<file path="config.mk">
export PLATFORM = sky130hd
export DESIGN_NAME = vending_ctrl
export DESIGN_NICKNAME = d
export VERILOG_FILES = /design/src/rtl/vending_ctrl_pkg.sv /design/src/rtl/vending_ctrl_stock_cnt.sv /design/src/rtl/vending_ctrl.sv
export SDC_FILE = /design/constraint.sdc
export NUM_CORES = 1
export LEC_CHECK = 0
export ABC_AREA = 1
export CAP_MARGIN = 15
export CORE_MARGIN = 5
export CORE_UTILIZATION = 48
export CTS_BUF_LIST = sky130_fd_sc_hd__clkbuf_16
export CTS_CLUSTER_SIZE = 30
export DETAILED_ROUTE_END_ITERATION = 8
export HOLD_SLACK_MARGIN = 0.08
export PLACE_DENSITY = 0.74
export SETUP_SLACK_MARGIN = 0.2
export SLEW_MARGIN = 20
export SYNTH_ARGS = -nofsm -noshare
export SYNTH_HDL_FRONTEND = slang
export SYNTH_HIERARCHICAL = 1
export SYNTH_SLANG_ARGS = --single-unit
</file>
<file path="constraint.sdc">
create_clock -name clk -period 5.12 [get_ports clk]
set_input_delay 1.536 -clock clk [delete_from_list [all_inputs] [get_ports clk]]
set_output_delay 1.536 -clock clk [all_outputs]
set_load 0.05 [all_outputs]
</file>
<file path="src/rtl/vending_ctrl_pkg.sv">
// Shared definitions for the vending controller.
// Contents:
//   state_t       - 2-bit FSM state encoding (IDLE, COLLECT, VEND, REFUND)
//   DEF_*         - default coin values, price and stock
//   params_ok()   - elaboration-time legality check of the parameter set
package vending_ctrl_pkg;

  typedef enum logic [1:0] {
    IDLE    = 2'd0,
    COLLECT = 2'd1,
    VEND    = 2'd2,
    REFUND  = 2'd3
  } state_t;

  localparam int DEF_CW    = 4;
  localparam int DEF_VAL_A = 1;
  localparam int DEF_VAL_B = 2;
  localparam int DEF_PRICE = 3;
  localparam int DEF_SW    = 3;
  localparam int DEF_STOCK = 2;

  // Worst-case credit is one unit short of the price plus both coins at once,
  // so the accumulator never needs overflow handling when this holds.
  function automatic bit params_ok(input int cw, input int val_a, input int val_b,
                                   input int price, input int sw, input int stock);
    return (price >= 1) &&
           (price + val_a + val_b - 1 <= (2 ** cw) - 1) &&
           (stock >= 0) && (stock <= (2 ** sw) - 1);
  endfunction

endpackage

</file>
<file path="src/rtl/vending_ctrl_stock_cnt.sv">
// Stock down-counter for the vending controller.
// Ports:
//   clk   in  rising-edge clock
//   rst   in  synchronous reset, active-low; loads STOCK
//   load  in  restock request; reloads STOCK, wins over dec
//   dec   in  one item vended
//   empty out registered flag, high when the stock level is zero
module vending_ctrl_stock_cnt #(
  parameter int SW    = 3,
  parameter int STOCK = 2
) (
  input  logic clk,
  input  logic rst,
  input  logic load,
  input  logic dec,
  output logic empty
);

  logic [SW-1:0] stock_reg;
  logic [SW-1:0] stock_next;
  logic          empty_reg;

  always_comb begin
    stock_next = stock_reg;
    if (load) begin
      stock_next = SW'(STOCK);
    end else if (dec && (stock_reg != '0)) begin
      // Saturate at zero; a vend should never reach here with no stock.
      stock_next = stock_reg - SW'(1);
    end
  end

  // The flag is computed from the next value so it changes in the same
  // cycle the stock level does.
  always_ff @(posedge clk) begin
    if (!rst) begin
      stock_reg <= SW'(STOCK);
      empty_reg <= (STOCK == 0);
    end else begin
      stock_reg <= stock_next;
      empty_reg <= (stock_next == '0);
    end
  end

  assign empty = empty_reg;

endmodule

</file>
<file path="src/rtl/vending_ctrl.sv">
// Coin-operated vending controller: accumulates credit from two coin inputs,
// vends once credit reaches PRICE, returns change, handles cancel/refund and
// blocks coins when the product is sold out.
// Ports:
//   clk      in   rising-edge clock
//   rst      in   synchronous reset, active-low
//   a, b     in   coin present (one coin per high cycle)
//   cancel   in   refund request
//   restock  in   reload stock to STOCK
//   credit   out  accumulated credit
//   out      out  vend pulse, one cycle
//   change   out  change/refund amount, valid with chg_vld, held otherwise
//   chg_vld  out  change strobe, one cycle
//   reject   out  coin(s) of this cycle returned, one-cycle pulse
//   empty    out  stock is zero
module vending_ctrl
  import vending_ctrl_pkg::*;
#(
  parameter int CW    = DEF_CW,
  parameter int VAL_A = DEF_VAL_A,
  parameter int VAL_B = DEF_VAL_B,
  parameter int PRICE = DEF_PRICE,
  parameter int SW    = DEF_SW,
  parameter int STOCK = DEF_STOCK
) (
  input  logic          clk,
  input  logic          rst,
  input  logic          a,
  input  logic          b,
  input  logic          cancel,
  input  logic          restock,
  output logic [CW-1:0] credit,
  output logic          out,
  output logic [CW-1:0] change,
  output logic          chg_vld,
  output logic          reject,
  output logic          empty
);

  generate
    if (!params_ok(CW, VAL_A, VAL_B, PRICE, SW, STOCK)) begin : g_bad_params
      $error("vending_ctrl: illegal parameter set (credit width, price or stock)");
    end
  endgenerate

  state_t        state_reg, state_next;
  logic [CW-1:0] credit_reg, credit_next;
  logic [CW-1:0] change_reg, change_next;
  logic          out_reg, out_next;
  logic          chg_vld_reg, chg_vld_next;
  logic          reject_reg, reject_next;
  logic          vend_dec;
  logic [CW-1:0] coin_sum;

  vending_ctrl_stock_cnt #(
    .SW    (SW),
    .STOCK (STOCK)
  ) u_stock (
    .clk   (clk),
    .rst   (rst),
    .load  (restock),
    .dec   (vend_dec),
    .empty (empty)
  );

  assign coin_sum = credit_reg
                  + (a ? CW'(VAL_A) : '0)
                  + (b ? CW'(VAL_B) : '0);

  always_comb begin
    state_next   = state_reg;
    credit_next  = credit_reg;
    change_next  = change_reg;
    out_next     = 1'b0;
    chg_vld_next = 1'b0;
    reject_next  = 1'b0;
    vend_dec     = 1'b0;

    case (state_reg)
      IDLE, COLLECT: begin
        if (empty) begin
          reject_next = a | b;
        end else if (cancel && (credit_reg != '0)) begin
          state_next  = REFUND;
          reject_next = a | b;
        end else begin
          // A cancel with no credit falls through here and is ignored.
          credit_next = coin_sum;
          if (coin_sum >= CW'(PRICE)) begin
            state_next = VEND;
          end else if (coin_sum != '0) begin
            state_next = COLLECT;
          end else begin
            state_next = IDLE;
          end
        end
      end
      VEND: begin
        out_next     = 1'b1;
        chg_vld_next = 1'b1;
        change_next  = credit_reg - CW'(PRICE);
        credit_next  = '0;
        vend_dec     = 1'b1;
        reject_next  = a | b;
        state_next   = IDLE;
      end
      REFUND: begin
        chg_vld_next = 1'b1;
        change_next  = credit_reg;
        credit_next  = '0;
        reject_next  = a | b;
        state_next   = IDLE;
      end
      default: begin
        state_next  = IDLE;
        credit_next = '0;
      end
    endcase
  end

  always_ff @(posedge clk) begin
    if (!rst) begin
      state_reg   <= IDLE;
      credit_reg  <= '0;
      change_reg  <= '0;
      out_reg     <= 1'b0;
      chg_vld_reg <= 1'b0;
      reject_reg  <= 1'b0;
    end else begin
      state_reg   <= state_next;
      credit_reg  <= credit_next;
      change_reg  <= change_next;
      out_reg     <= out_next;
      chg_vld_reg <= chg_vld_next;
      reject_reg  <= reject_next;
    end
  end

  assign credit  = credit_reg;
  assign change  = change_reg;
  assign out     = out_reg;
  assign chg_vld = chg_vld_reg;
  assign reject  = reject_reg;

endmodule

</file>
==> Yosys cells after proc, flatten, opt, wreduce, memory -nomap -nowiden <==
Cells that the tools add are included.
{ "totals": {"regBits": 17, "inputBits": 6, "elab_cells": 48} }
{ "classes": {"n_addsub": 4, "order_cmp": 1, "eq_ne": 5, "muxes": 18, "bitwise": 1, "reduce_logical": 11} }
{ "ops": {"columns": ["op", "n"], "rows": [
  ["case mux 4 bit (2 select lines)", 2],
  ["two-way mux 2 bit", 4],
  ["two-way mux 4 bit", 2],
  ["nonzero test 4 bit", 2],
  ["two-way mux 1 bit", 6],
  ["two-way mux 3 bit", 2],
  ["adder 4 x 1 -> 4 bit", 1],
  ["adder 4 x 2 -> 4 bit", 1],
  ["== test 2 bit, second input constant", 2],
  ["greater-or-equal comparator 4 x 2 -> 1 bit, second input constant", 1],
  ["inequality test 2 bit, second input constant", 2],
  ["case mux 2 bit (2 select lines)", 1],
  ["OR reduction 2 bit", 2],
  ["subtractor 4 x 2 -> 4 bit, second input constant", 1],
  ["logical NOT 3 bit", 1],
  ["nonzero test 3 bit", 1],
  ["subtractor 3 x 1 -> 3 bit, second input constant", 1],
  ["== test 2 x 1 -> 1 bit, second input constant", 1],
  ["logical AND 1 bit", 2],
  ["logical NOT 2 bit", 1],
  ["case mux 1 bit (2 select lines)", 1],
  ["AND reduction 2 bit", 1],
  ["nonzero test 2 bit", 1],
  ["bitwise OR 1 bit", 1]
]} }

==> Longest topological paths before layout <==
Gate-level depths: netlist of run 1.
{ "depth": {"depth_word": 9, "mapped_depth": 10} }

==> Hierarchy <==
The synthesis of run 1 kept the hierarchy.
{ "by_module_without_submodules": {"columns": ["module", "instances", "cells_each", "area_per_inst_um2"], "rows": [
  ["vending_ctrl", 1, 96, 737.0],
  ["vending_ctrl_stock_cnt", 1, 33, 236.5]
]} }

==> Worst setup path after synthesis of run 1 <==
No wires, ideal clock.
{ "synth_timing": {"path_type": "input to register", "from": "input port a", "to": "register state_reg[0]", "setup_ns": 0.118, "arrival_ns": 2.713, "t_required_ns": 5.002, "setup_slack_ns": 2.289, "stages": 7, "path_buffers": 0, "path_cell_list": "ha_1 fa_1 or2_2 nand3_1 nand2_1 nand2_1 a21oi_1"} }
{ "synth_via": {"elab_chain_cells": 9, "elab_cells_between_ends": 10} }
{ "synth_rtl": {"columns": ["item", "line_no", "source"], "rows": [
  ["start: declaration", "vending_ctrl.sv:28", "input logic a,"],
  ["two-way mux 1 bit (*)", "vending_ctrl.sv:67", "+ (a ? CW'(VAL_A) : '0)"],
  ["adder 4 x 1 -> 4 bit (*)", "vending_ctrl.sv:67", null],
  ["adder 4 x 2 -> 4 bit (*)", "vending_ctrl.sv:68", "+ (b ? CW'(VAL_B) : '0);"],
  ["branches (longest 2 deep; another with greater-or-equal comparator 4 x 2 -> 1 bit)", null, null],
  ["two-way mux 2 bit (*)", "vending_ctrl.sv:89", "if (coin_sum >= CW'(PRICE)) begin"],
  ["two-way mux 2 bit (*)", "vending_ctrl.sv:83", "end else if (cancel && (credit_reg != '0)) begin"],
  ["two-way mux 2 bit (*)", "vending_ctrl.sv:81", "if (empty) begin"],
  ["case mux 2 bit (2 select lines) (*)", "vending_ctrl.sv:79", "case (state_reg)"],
  ["end signal: assignment", "vending_ctrl.sv:130", "state_reg <= state_next;"],
  ["end: declaration", "vending_ctrl.sv:46", "state_t state_reg, state_next;"]
]} }
Every way passes the cells marked *. The select of a mux whose other input is x is not followed.
A chain may end at the register's enable or synchronous reset.

==> Final worst setup path of run 1 <==
{ "layout_timing": {"from": "register credit_reg[0], in the netlist credit[0]", "to": "output port credit[0]"} }
{ "layout_lines": {"columns": ["item", "line_no", "source"], "rows": [
  ["start: declaration", "vending_ctrl.sv:47", "logic [CW-1:0] credit_reg, credit_next;"],
  ["start signal: assignment", "vending_ctrl.sv:131", "credit_reg <= credit_next;"],
  ["end: declaration", "vending_ctrl.sv:32", "output logic [CW-1:0] credit,"]
]} }
No word-level cell between the ends.

==> summary.md, run 1 <==
## Clock tree
- Clock Path Buffers: 2
- number of instances resized during post-cts repair: 0
- clock edge transition at the registers on the reported setup and hold paths: 0.05 ns
- setup repair bufs after CTS: 0
- number of clock buffers inserted by TritonCTS: 3
- cts hold-fix bufs: 0
- later-pin clock latency in the skew report: 0.25 ns
- TritonCTS sink count: 17
- CTS root buf: sky130_fd_sc_hd__clkbuf_16
- number of H-tree branching levels: 1
- CTS tree: yes

## Synthesis
- Avg Inst Size Synth: 7.55 um2
- number of flops mapped to enable cells by yosys: 0
- most common library cells after synthesis: sky130_fd_sc_hd__nand2_1, sky130_fd_sc_hd__inv_1, sky130_fd_sc_hd__dfxtp_1
- Synth cell types: 25
- top-area cell type share of the netlist area: 35.0%
- synthesized instance count: 129
- post-synthesis instance area: 973 um2
- sequential fraction of the synthesis area: 35.0%
- Mapped Nets: 142
- flops & latches, synth: 17
- Warnings, synthesis: 6
- most frequent cell after synthesis: sky130_fd_sc_hd__nand2_1
- most area-consuming cells after synthesis: sky130_fd_sc_hd__dfxtp_1, sky130_fd_sc_hd__nand2_1, sky130_fd_sc_hd__ha_1
- top_reg_cell synth: sky130_fd_sc_hd__dfxtp_1
- largest area contributor in the synthesized netlist: sky130_fd_sc_hd__dfxtp_1
- post-synthesis async set-or-reset flop share: 0%

## Critical path
- list of cells traversed by the critical path: clkdlybuf4s50_1
- startpoint class of the critical path: register
- CP endpoint kind: primary output
- Worst path slowest cell: sky130_fd_sc_hd__clkdlybuf4s50_1
- arrival time of data at the critical path endpoint: 1.62 ns
- cell family with most CP delay: buffers and inverters
- max incr delay on CP: 0.87 ns
- worst-case register-to-register setup slack: 3.21 ns
- critical path data required time: 3.58 ns
- Critical path buffers and inverters: 1
- Critical Path Fanout Max: 7
- Crit Path Category: register to primary output

## Timing
- sum of negative setup slack: 0 ns
- worst slew margin relative to its limit: 67.0%
- final-report max-slew violation count: 0
- hold violation total from the final report: 0
- share of the cycle needed by the critical path after routing: 61.7%
- maximum frequency from static timing analysis: 0.317 GHz
- slew at the pin closest to its max-slew limit: 0.493 ns
- final critical path time including I/O delays and setup: 3.16 ns
- final setup violation count: 0
- RSZ-0062 raised after global routing: no
- Post-Route Skew: 0.00200 ns
- final hold slack: 0.487 ns

## Run status
- status: complete, no violations

## Place
- routability-driven placement congestion ratio: 0.795
- area after detailed placement: 1160 um2
- IO Port Bufs: 17
- half-perimeter wire length after placement: 1560 um

## Final layout
- synthesis-to-layout area growth: 27.5%
- fraction of layout instances using a drive strength above 1: 12.8%
- share of the core filled with cells: 63.9%
- finished layout cell area: 1240 um2
- total number of nets in the final design: 162
- n_diodes: 0

## Detailed routing
- Final Routed Wirelength: 2050 um
- drt pass-1 iters: 6
- post-detailed-route via-to-cell ratio: 4.97
- via total after detailed routing: 870
- DR iter-0 viols: 12
- Routed wire per std cell: 11.7 um
- DRC Markers: 0
- post-route antenna net violation count: 0

## Floorplan
- Core ar.: 1940 um2
- area enclosed by the die boundary: 3030 um2
- effective utilization at floorplan: 50.1%
- chip height: 55.0 um
- placement row count: 16
- horizontal die dimension: 55.0 um
- Ports: 18

## GRT
- global route total overflow: 0
- number of global-route vias before repair: 841
- antenna violations before repair: 0
- overall track demand over capacity in global routing: 16.5%
- global-route wire length before repair: 3550 um
- pin count of the biggest net entering global routing: 11

## Worst hold path
- HP Class: register to register

## Pwr
- final total power: 0.739 mW
- leakage component of the power: 0.579 nW
- power density cells: 595 nW/um2
- Max rail drop VDD: 0.334 mV

## Flow run
- max-cap violations: 0

## routing by layer
layer / wire (um) / vias up / GRT usage [%] / share of wire, %
met5: 0 / - / 0 / 0
met2: 1020 / 15 / 26.8 / 50
met3: 84 / 7 / 4.56 / 4.1
met1: 914 / 405 / 20.3 / 45
li1: - / 443 / - / -
met4: 34 / 0 / 7.29 / 1.7
## power breakdown
group / internal (mW) / total (mW) / switching (mW)
Sequential: 0.166 / 0.211 / 0.0450
Combinational: 0.141 / 0.375 / 0.234
Clock: 0.104 / 0.153 / 0.0491
## layout by cell type (no fill, tap or decap), drive strengths merged
cell           count
inv               22
fa                 1
nor2              13
o21ai              3
or2                1
clkbuf             3
nand3             12
clkdlybuf4s50     17
nand3b             1
dfxtp             17
ha                 6
o211ai             3
xor2               1
a21boi             1
nand2             39
o221ai             1
nor3               1
a21oi              6
## cell type report
cell class / instances / area (um2)
clock buffers: 3 / 75.1
clock inverters: 1 / 3.75
fillers: 187 / 701
inverters: 21 / 78.8
multi-input cells: 89 / 539
flip-flops and latches: 17 / 340
well taps: 27 / 33.8
repair buffers: 17 / 170
## through the flow
stage | instances | setup WS [ns]
2_1_floorplan | 129 | 2.29
3_3_place_gp | 171 | 1.81
3_5_place_dp | 171 | 1.77
4_1_cts | 175 | 1.96
5_1_grt | 175 | 1.92
6_report | 175 | 1.96
## cells by family after synthesis
family                   Yosys count  synth area share (%)
AO/OA/AOI/OAI                     14                  10.2
adder cells (fa/ha/maj)            7                  9.77
flip-flops                        17                  35.0
AND/OR/NAND/NOR                   67                  34.6
XOR/XNOR                           1                 0.900
buffers and inverters             23                  9.64
## path summary, 6_finish.rpt
| kind | cells past startpoint | start | end |
|---|---|---|---|
| worst max-delay path | 1 | credit[0]$_SDFFE_PN0P_ | credit[0] |
| worst min-delay path | 2 | change[2]$_SDFFE_PN0N_ | change[2]$_SDFFE_PN0N_ |
| worst max register to register | 7 | credit[0]$_SDFFE_PN0P_ | state_reg[0]$_SDFFE_PN0P_ |
| worst min register to register | 2 | change[2]$_SDFFE_PN0N_ | change[2]$_SDFFE_PN0N_ |
Note: power is estimated with default switching activity, not from simulation.
==> run 2: changes to the inputs <==
--- a/config.mk
+++ b/config.mk
@@ -8,12 +8,12 @@
 export ABC_AREA = 1
 export CAP_MARGIN = 15
 export CORE_MARGIN = 5
-export CORE_UTILIZATION = 48
+export CORE_UTILIZATION = 45
 export CTS_BUF_LIST = sky130_fd_sc_hd__clkbuf_16
 export CTS_CLUSTER_SIZE = 30
 export DETAILED_ROUTE_END_ITERATION = 8
 export HOLD_SLACK_MARGIN = 0.08
-export PLACE_DENSITY = 0.74
+export PLACE_DENSITY = 0.73
 export SETUP_SLACK_MARGIN = 0.2
 export SLEW_MARGIN = 20
 export SYNTH_ARGS = -nofsm -noshare
==> constraint.sdc (replaced) <==
create_clock -name clk -period 2.9 [get_ports clk]
set_input_delay 0.87 -clock clk [delete_from_list [all_inputs] [get_ports clk]]
set_output_delay 0.87 -clock clk [all_outputs]
set_load 0.05 [all_outputs]
==> summary.md, run 2 (synthesized netlist as in run 1, its figures left out) <==
## Run status
- status: complete, no violations

## Detailed routing
- drt pass-1 iters: 4
- via total after detailed routing: 863
- Final Routed Wirelength: 1950 um
- DRC Markers: 0
- post-route antenna net violation count: 0
- Routed wire per std cell: 11.1 um
- DR iter-0 viols: 13
- post-detailed-route via-to-cell ratio: 4.90

## Critical path
- arrival time of data at the critical path endpoint: 1.61 ns
- Critical path buffers and inverters: 1
- critical path data required time: 2.03 ns
- CP endpoint kind: primary output
- Worst path slowest cell: sky130_fd_sc_hd__clkdlybuf4s50_1
- startpoint class of the critical path: register
- Critical Path Fanout Max: 7
- cell family with most CP delay: buffers and inverters
- list of cells traversed by the critical path: clkdlybuf4s50_1
- Crit Path Category: register to primary output
- max incr delay on CP: 0.87 ns

## Floorplan
- chip height: 56.5 um
- Core ar.: 2000 um2
- placement row count: 16
- Ports: 18
- area enclosed by the die boundary: 3190 um2
- horizontal die dimension: 56.5 um
- effective utilization at floorplan: 48.6%

## Clock tree
- later-pin clock latency in the skew report: 0.25 ns
- CTS root buf: sky130_fd_sc_hd__clkbuf_16
- TritonCTS sink count: 17
- cts hold-fix bufs: 0
- setup repair bufs after CTS: 0
- CTS tree: yes
- number of clock buffers inserted by TritonCTS: 3
- Clock Path Buffers: 2
- number of instances resized during post-cts repair: 0
- number of H-tree branching levels: 1
- clock edge transition at the registers on the reported setup and hold paths: 0.05 ns

## Pwr
- Max rail drop VDD: 0.686 mV
- final total power: 1.30 mW
- power density cells: 1040 nW/um2
- leakage component of the power: 0.583 nW

## Final layout
- Final Instance Count excl. Fillers: 176
- fraction of layout instances using a drive strength above 1: 14.1%
- commonest cells after routing, fill and taps aside: sky130_fd_sc_hd__nand2_1, sky130_fd_sc_hd__inv_1, sky130_fd_sc_hd__dfxtp_1, sky130_fd_sc_hd__clkdlybuf4s50_1, sky130_fd_sc_hd__nand3_1
- # fillers: 187
- total number of nets in the final design: 163
- most frequent standard cell in the layout excluding fill and tap cells: sky130_fd_sc_hd__nand2_1
- n_diodes: 0
- synthesis-to-layout area growth: 28.4%

## Place
- IO Port Bufs: 17
- half-perimeter wire length after placement: 1530 um
- placed cell count: 172
- routability-driven placement congestion ratio: 0.889

## Timing
- RSZ-0062 raised after global routing: no
- hold violation total from the final report: 0
- maximum frequency from static timing analysis: 0.403 GHz
- final hold slack: 0.485 ns
- Post-Route Skew: 0.00117 ns
- share of the cycle needed by the critical path after routing: 85.5%
- final setup violation count: 0
- sum of negative setup slack: 0 ns
- final-report max-slew violation count: 0
- final critical path time including I/O delays and setup: 2.48 ns
- slew at the pin closest to its max-slew limit: 0.497 ns
- worst slew margin relative to its limit: 66.7%

## GRT
- layer carrying the most global-route usage: met2
- number of global-route vias before repair: 796
- met3 capacity usage during global routing: 5.50%
- pin count of the biggest net entering global routing: 11
- global route total overflow: 0
- global-route wire length before repair: 3390 um
- Global Route met1 Usage: 16.1%
- Global Route met2 Usage: 21.0%
- antenna violations before repair: 0
- overall track demand over capacity in global routing: 13.9%

## Flow run
- max-cap violations: 0

## Worst hold path
- HP Class: register to register

run 2: area by class of cell:
class	count	area (um2)	area share (%)
Clock buffer	3	75.1	6.01
Sequential cell	17	340	27.2
Tap cell	27	33.8	2.70
Multi-Input combinational cell	89	539	43.1
Inverter	21	78.8	6.31
Timing Repair Buffer	18	178	14.2
Clock inverter	1	5.00	0.400
run 2: routing by layer:
layer  routed length (um)  vias up
li1                     -      446
met1                  876      398
met2                  921       13
met3                   96        6
met4                   58        0
met5                    0        -
run 2: power by group:
group          switching [mW]  leakage, nW  internal [mW]  total, mW
Sequential             0.0711        0.139          0.293      0.364
Clock                  0.0880       0.0409          0.184      0.272
Combinational           0.411        0.403          0.255      0.666
run 2: tightest hold or removal path, delay by kind of cell (launching register included):
kind,cells,cell delay [ns]
flops,1,0.33
compound gates,1,0.08
buf+inv,1,0.05
run 2: final timing paths:
check,start,cells past startpoint,slack [ns],endpoint
worst max-delay path,credit[1]$_SDFFE_PN0P_,1,0.42,credit[1]
worst min-delay path,change[0]$_SDFFE_PN0N_,2,0.49,change[0]$_SDFFE_PN0N_
worst max register to register,credit[0]$_SDFFE_PN0P_,8,1.08,state_reg[0]$_SDFFE_PN0P_
worst min register to register,change[0]$_SDFFE_PN0N_,2,0.49,change[0]$_SDFFE_PN0N_
run 2: stage by stage:
| stage | area (um2) | util [%] | worst slack, ns |
|---|---|---|---|
| 2_1_floorplan | 973 | - | 0.735 |
| 3_3_place_gp | 1170 | 58.4 | 0.259 |
| 3_5_place_dp | 1170 | 58.4 | 0.227 |
| 4_1_cts | 1250 | 62.4 | 0.411 |
| 5_1_grt | 1250 | 62.4 | 0.365 |
| 6_report | 1250 | 62.4 | 0.420 |
==> run 3: changes to the inputs <==
--- a/config.mk
+++ b/config.mk
@@ -8,12 +8,12 @@
 export ABC_AREA = 1
 export CAP_MARGIN = 15
 export CORE_MARGIN = 5
-export CORE_UTILIZATION = 45
+export CORE_UTILIZATION = 48
 export CTS_BUF_LIST = sky130_fd_sc_hd__clkbuf_16
 export CTS_CLUSTER_SIZE = 30
 export DETAILED_ROUTE_END_ITERATION = 8
 export HOLD_SLACK_MARGIN = 0.08
-export PLACE_DENSITY = 0.73
+export PLACE_DENSITY = 0.74
 export SETUP_SLACK_MARGIN = 0.2
 export SLEW_MARGIN = 20
 export SYNTH_ARGS = -nofsm -noshare
==> constraint.sdc (replaced) <==
create_clock -name clk -period 2.95 [get_ports clk]
set_input_delay 0.885 -clock clk [delete_from_list [all_inputs] [get_ports clk]]
set_output_delay 0.885 -clock clk [all_outputs]
set_load 0.05 [all_outputs]
==> summary.md, run 3 (synthesized netlist as in run 1, its figures left out) <==
## Timing
- slew at the pin closest to its max-slew limit: 0.502 ns
- Post-Route Skew: 0.00424 ns
- hold violation total from the final report: 0
- sum of negative setup slack: 0 ns
- RSZ-0062 raised after global routing: no
- final critical path time including I/O delays and setup: 2.49 ns
- final setup violation count: 0
- worst slew margin relative to its limit: 66.4%
- final-report max-slew violation count: 0
- maximum frequency from static timing analysis: 0.402 GHz
- least setup slack across all paths after layout: 0.464 ns
- share of the cycle needed by the critical path after routing: 84.3%

## GRT
- antenna violations before repair: 0
- layer carrying the most global-route usage: met2
- number of global-route vias before repair: 831
- global route total overflow: 0
- Global Route met2 Usage: 27.2%
- global-route wire length before repair: 3420 um
- met3 capacity usage during global routing: 2.95%
- overall track demand over capacity in global routing: 15.4%
- Global Route met1 Usage: 18.5%
- pin count of the biggest net entering global routing: 11

## Floorplan
- Ports: 18
- effective utilization at floorplan: 50.1%
- Core ar.: 1940 um2
- placement row count: 16
- area enclosed by the die boundary: 3030 um2
- horizontal die dimension: 55.0 um
- chip height: 55.0 um

## Place
- routability-driven placement congestion ratio: 0.800
- half-perimeter wire length after placement: 1590 um
- area after detailed placement: 1170 um2
- worst setup slack before clock tree synthesis: 0.243 ns
- IO Port Bufs: 17

## Pwr
- leakage component of the power: 0.585 nW
- Max rail drop VDD: 0.589 mV
- power density cells: 1020 nW/um2

## Clock tree
- cts hold-fix bufs: 0
- number of instances resized during post-cts repair: 0
- TritonCTS sink count: 17
- clock edge transition at the registers on the reported setup and hold paths: 0.05 ns
- CTS tree: yes
- Clock Path Buffers: 2
- number of H-tree branching levels: 1
- number of clock buffers inserted by TritonCTS: 3
- later-pin clock latency in the skew report: 0.24 ns
- CTS root buf: sky130_fd_sc_hd__clkbuf_16
- setup repair bufs after CTS: 0

## Critical path
- max incr delay on CP: 0.87 ns
- Critical path buffers and inverters: 1
- worst-case register-to-register setup slack: 1.07 ns
- Crit Path Category: register to primary output
- cell count of the worst reg-to-reg path: 8
- critical path data required time: 2.07 ns
- startpoint class of the critical path: register
- Worst path slowest cell: sky130_fd_sc_hd__clkdlybuf4s50_1
- list of cells traversed by the critical path: clkdlybuf4s50_1
- Critical Path Fanout Max: 7
- CP endpoint kind: primary output
- arrival time of data at the critical path endpoint: 1.60 ns
- cell family with most CP delay: buffers and inverters
- endpoint of the worst register-to-register path: state_reg[0]$_SDFFE_PN0P_
- r2r startpoint: credit[0]$_SDFFE_PN0P_

## Flow run
- max-cap violations: 0

## Detailed routing
- DR iter-0 viols: 22
- DRC Markers: 0
- Final Routed Wirelength: 1920 um
- via total after detailed routing: 853
- Routed wire per std cell: 10.9 um
- post-route antenna net violation count: 0
- drt pass-1 iters: 4
- post-detailed-route via-to-cell ratio: 4.85

## Worst hold path
- cell depth of the worst hold path: 2
- launch instance of the worst min-delay path: change[2]$_SDFFE_PN0N_
- end point of the most critical hold path: change[2]$_SDFFE_PN0N_
- HP Class: register to register

## Final layout
- synthesis-to-layout area growth: 28.3%
- most frequent standard cell in the layout excluding fill and tap cells: sky130_fd_sc_hd__nand2_1
- total number of nets in the final design: 163
- commonest cells after routing, fill and taps aside: sky130_fd_sc_hd__nand2_1, sky130_fd_sc_hd__inv_1, sky130_fd_sc_hd__dfxtp_1, sky130_fd_sc_hd__clkdlybuf4s50_1, sky130_fd_sc_hd__nand3_1
- finished layout cell area: 1250 um2
- n_diodes: 0
- fraction of layout instances using a drive strength above 1: 13.4%

## Run status
- status: complete, no violations

==> run 3: cell types whose count changed in the layout (fill, tap and decap cells not counted), sizes merged <==
cell,previous run,this run
clkinv,1,0
inv,21,22
==> run 3: per-layer routing <==
| metal | vias up | routed length [um] | part of all wire, % |
|---|---|---|---|
| met1 | 393 | 836 | 44 |
| li1 | 444 | - | - |
| met4 | 0 | 14 | 0.73 |
| met2 | 14 | 992 | 52 |
| met3 | 2 | 75 | 3.9 |
| met5 | - | 0 | 0 |
==> run 3: per-stage QoR <==
step	hold slack (ns)	util, %	power, mW	cells
after global placement	0.460	60.2	1.00	172
after detailed placement	0.486	60.2	1.02	172
after floorplan	0.459	-	0.856	129
after global routing	0.522	64.3	1.37	176
final	0.492	64.3	1.28	176
after CTS	0.500	64.3	1.29	176
==> run 3: area by class of cell <==
type	count	area [um2]
fill	175	693
clock buffer	3	75.1
timing repair buffer	18	178
inverter	21	78.8
tap	27	33.8
sequential	17	340
clock inverter	1	3.75
multi-input combinational	89	539
==> run 3: where the power goes <==
part	internal (mW)	switching [mW]	total, mW
clock network	0.179	0.0794	0.259
logic	0.251	0.408	0.659
registers	0.288	0.0693	0.357
==> run 3: worst max-delay path by stage <==
stage,start,to,depth (start not counted)
6_report,credit[1]$_SDFFE_PN0P_,credit[1],1
5_1_grt,credit[1]$_SDFFE_PN0P_,credit[1],1
4_1_cts,credit[1]$_SDFFE_PN0P_,credit[1],1
3_5_place_dp,a,state_reg[0]$_SDFFE_PN0P_,8
3_3_place_gp,a,state_reg[0]$_SDFFE_PN0P_,8
2_1_floorplan,a,state_reg[0]$_SDFFE_PN0P_,7
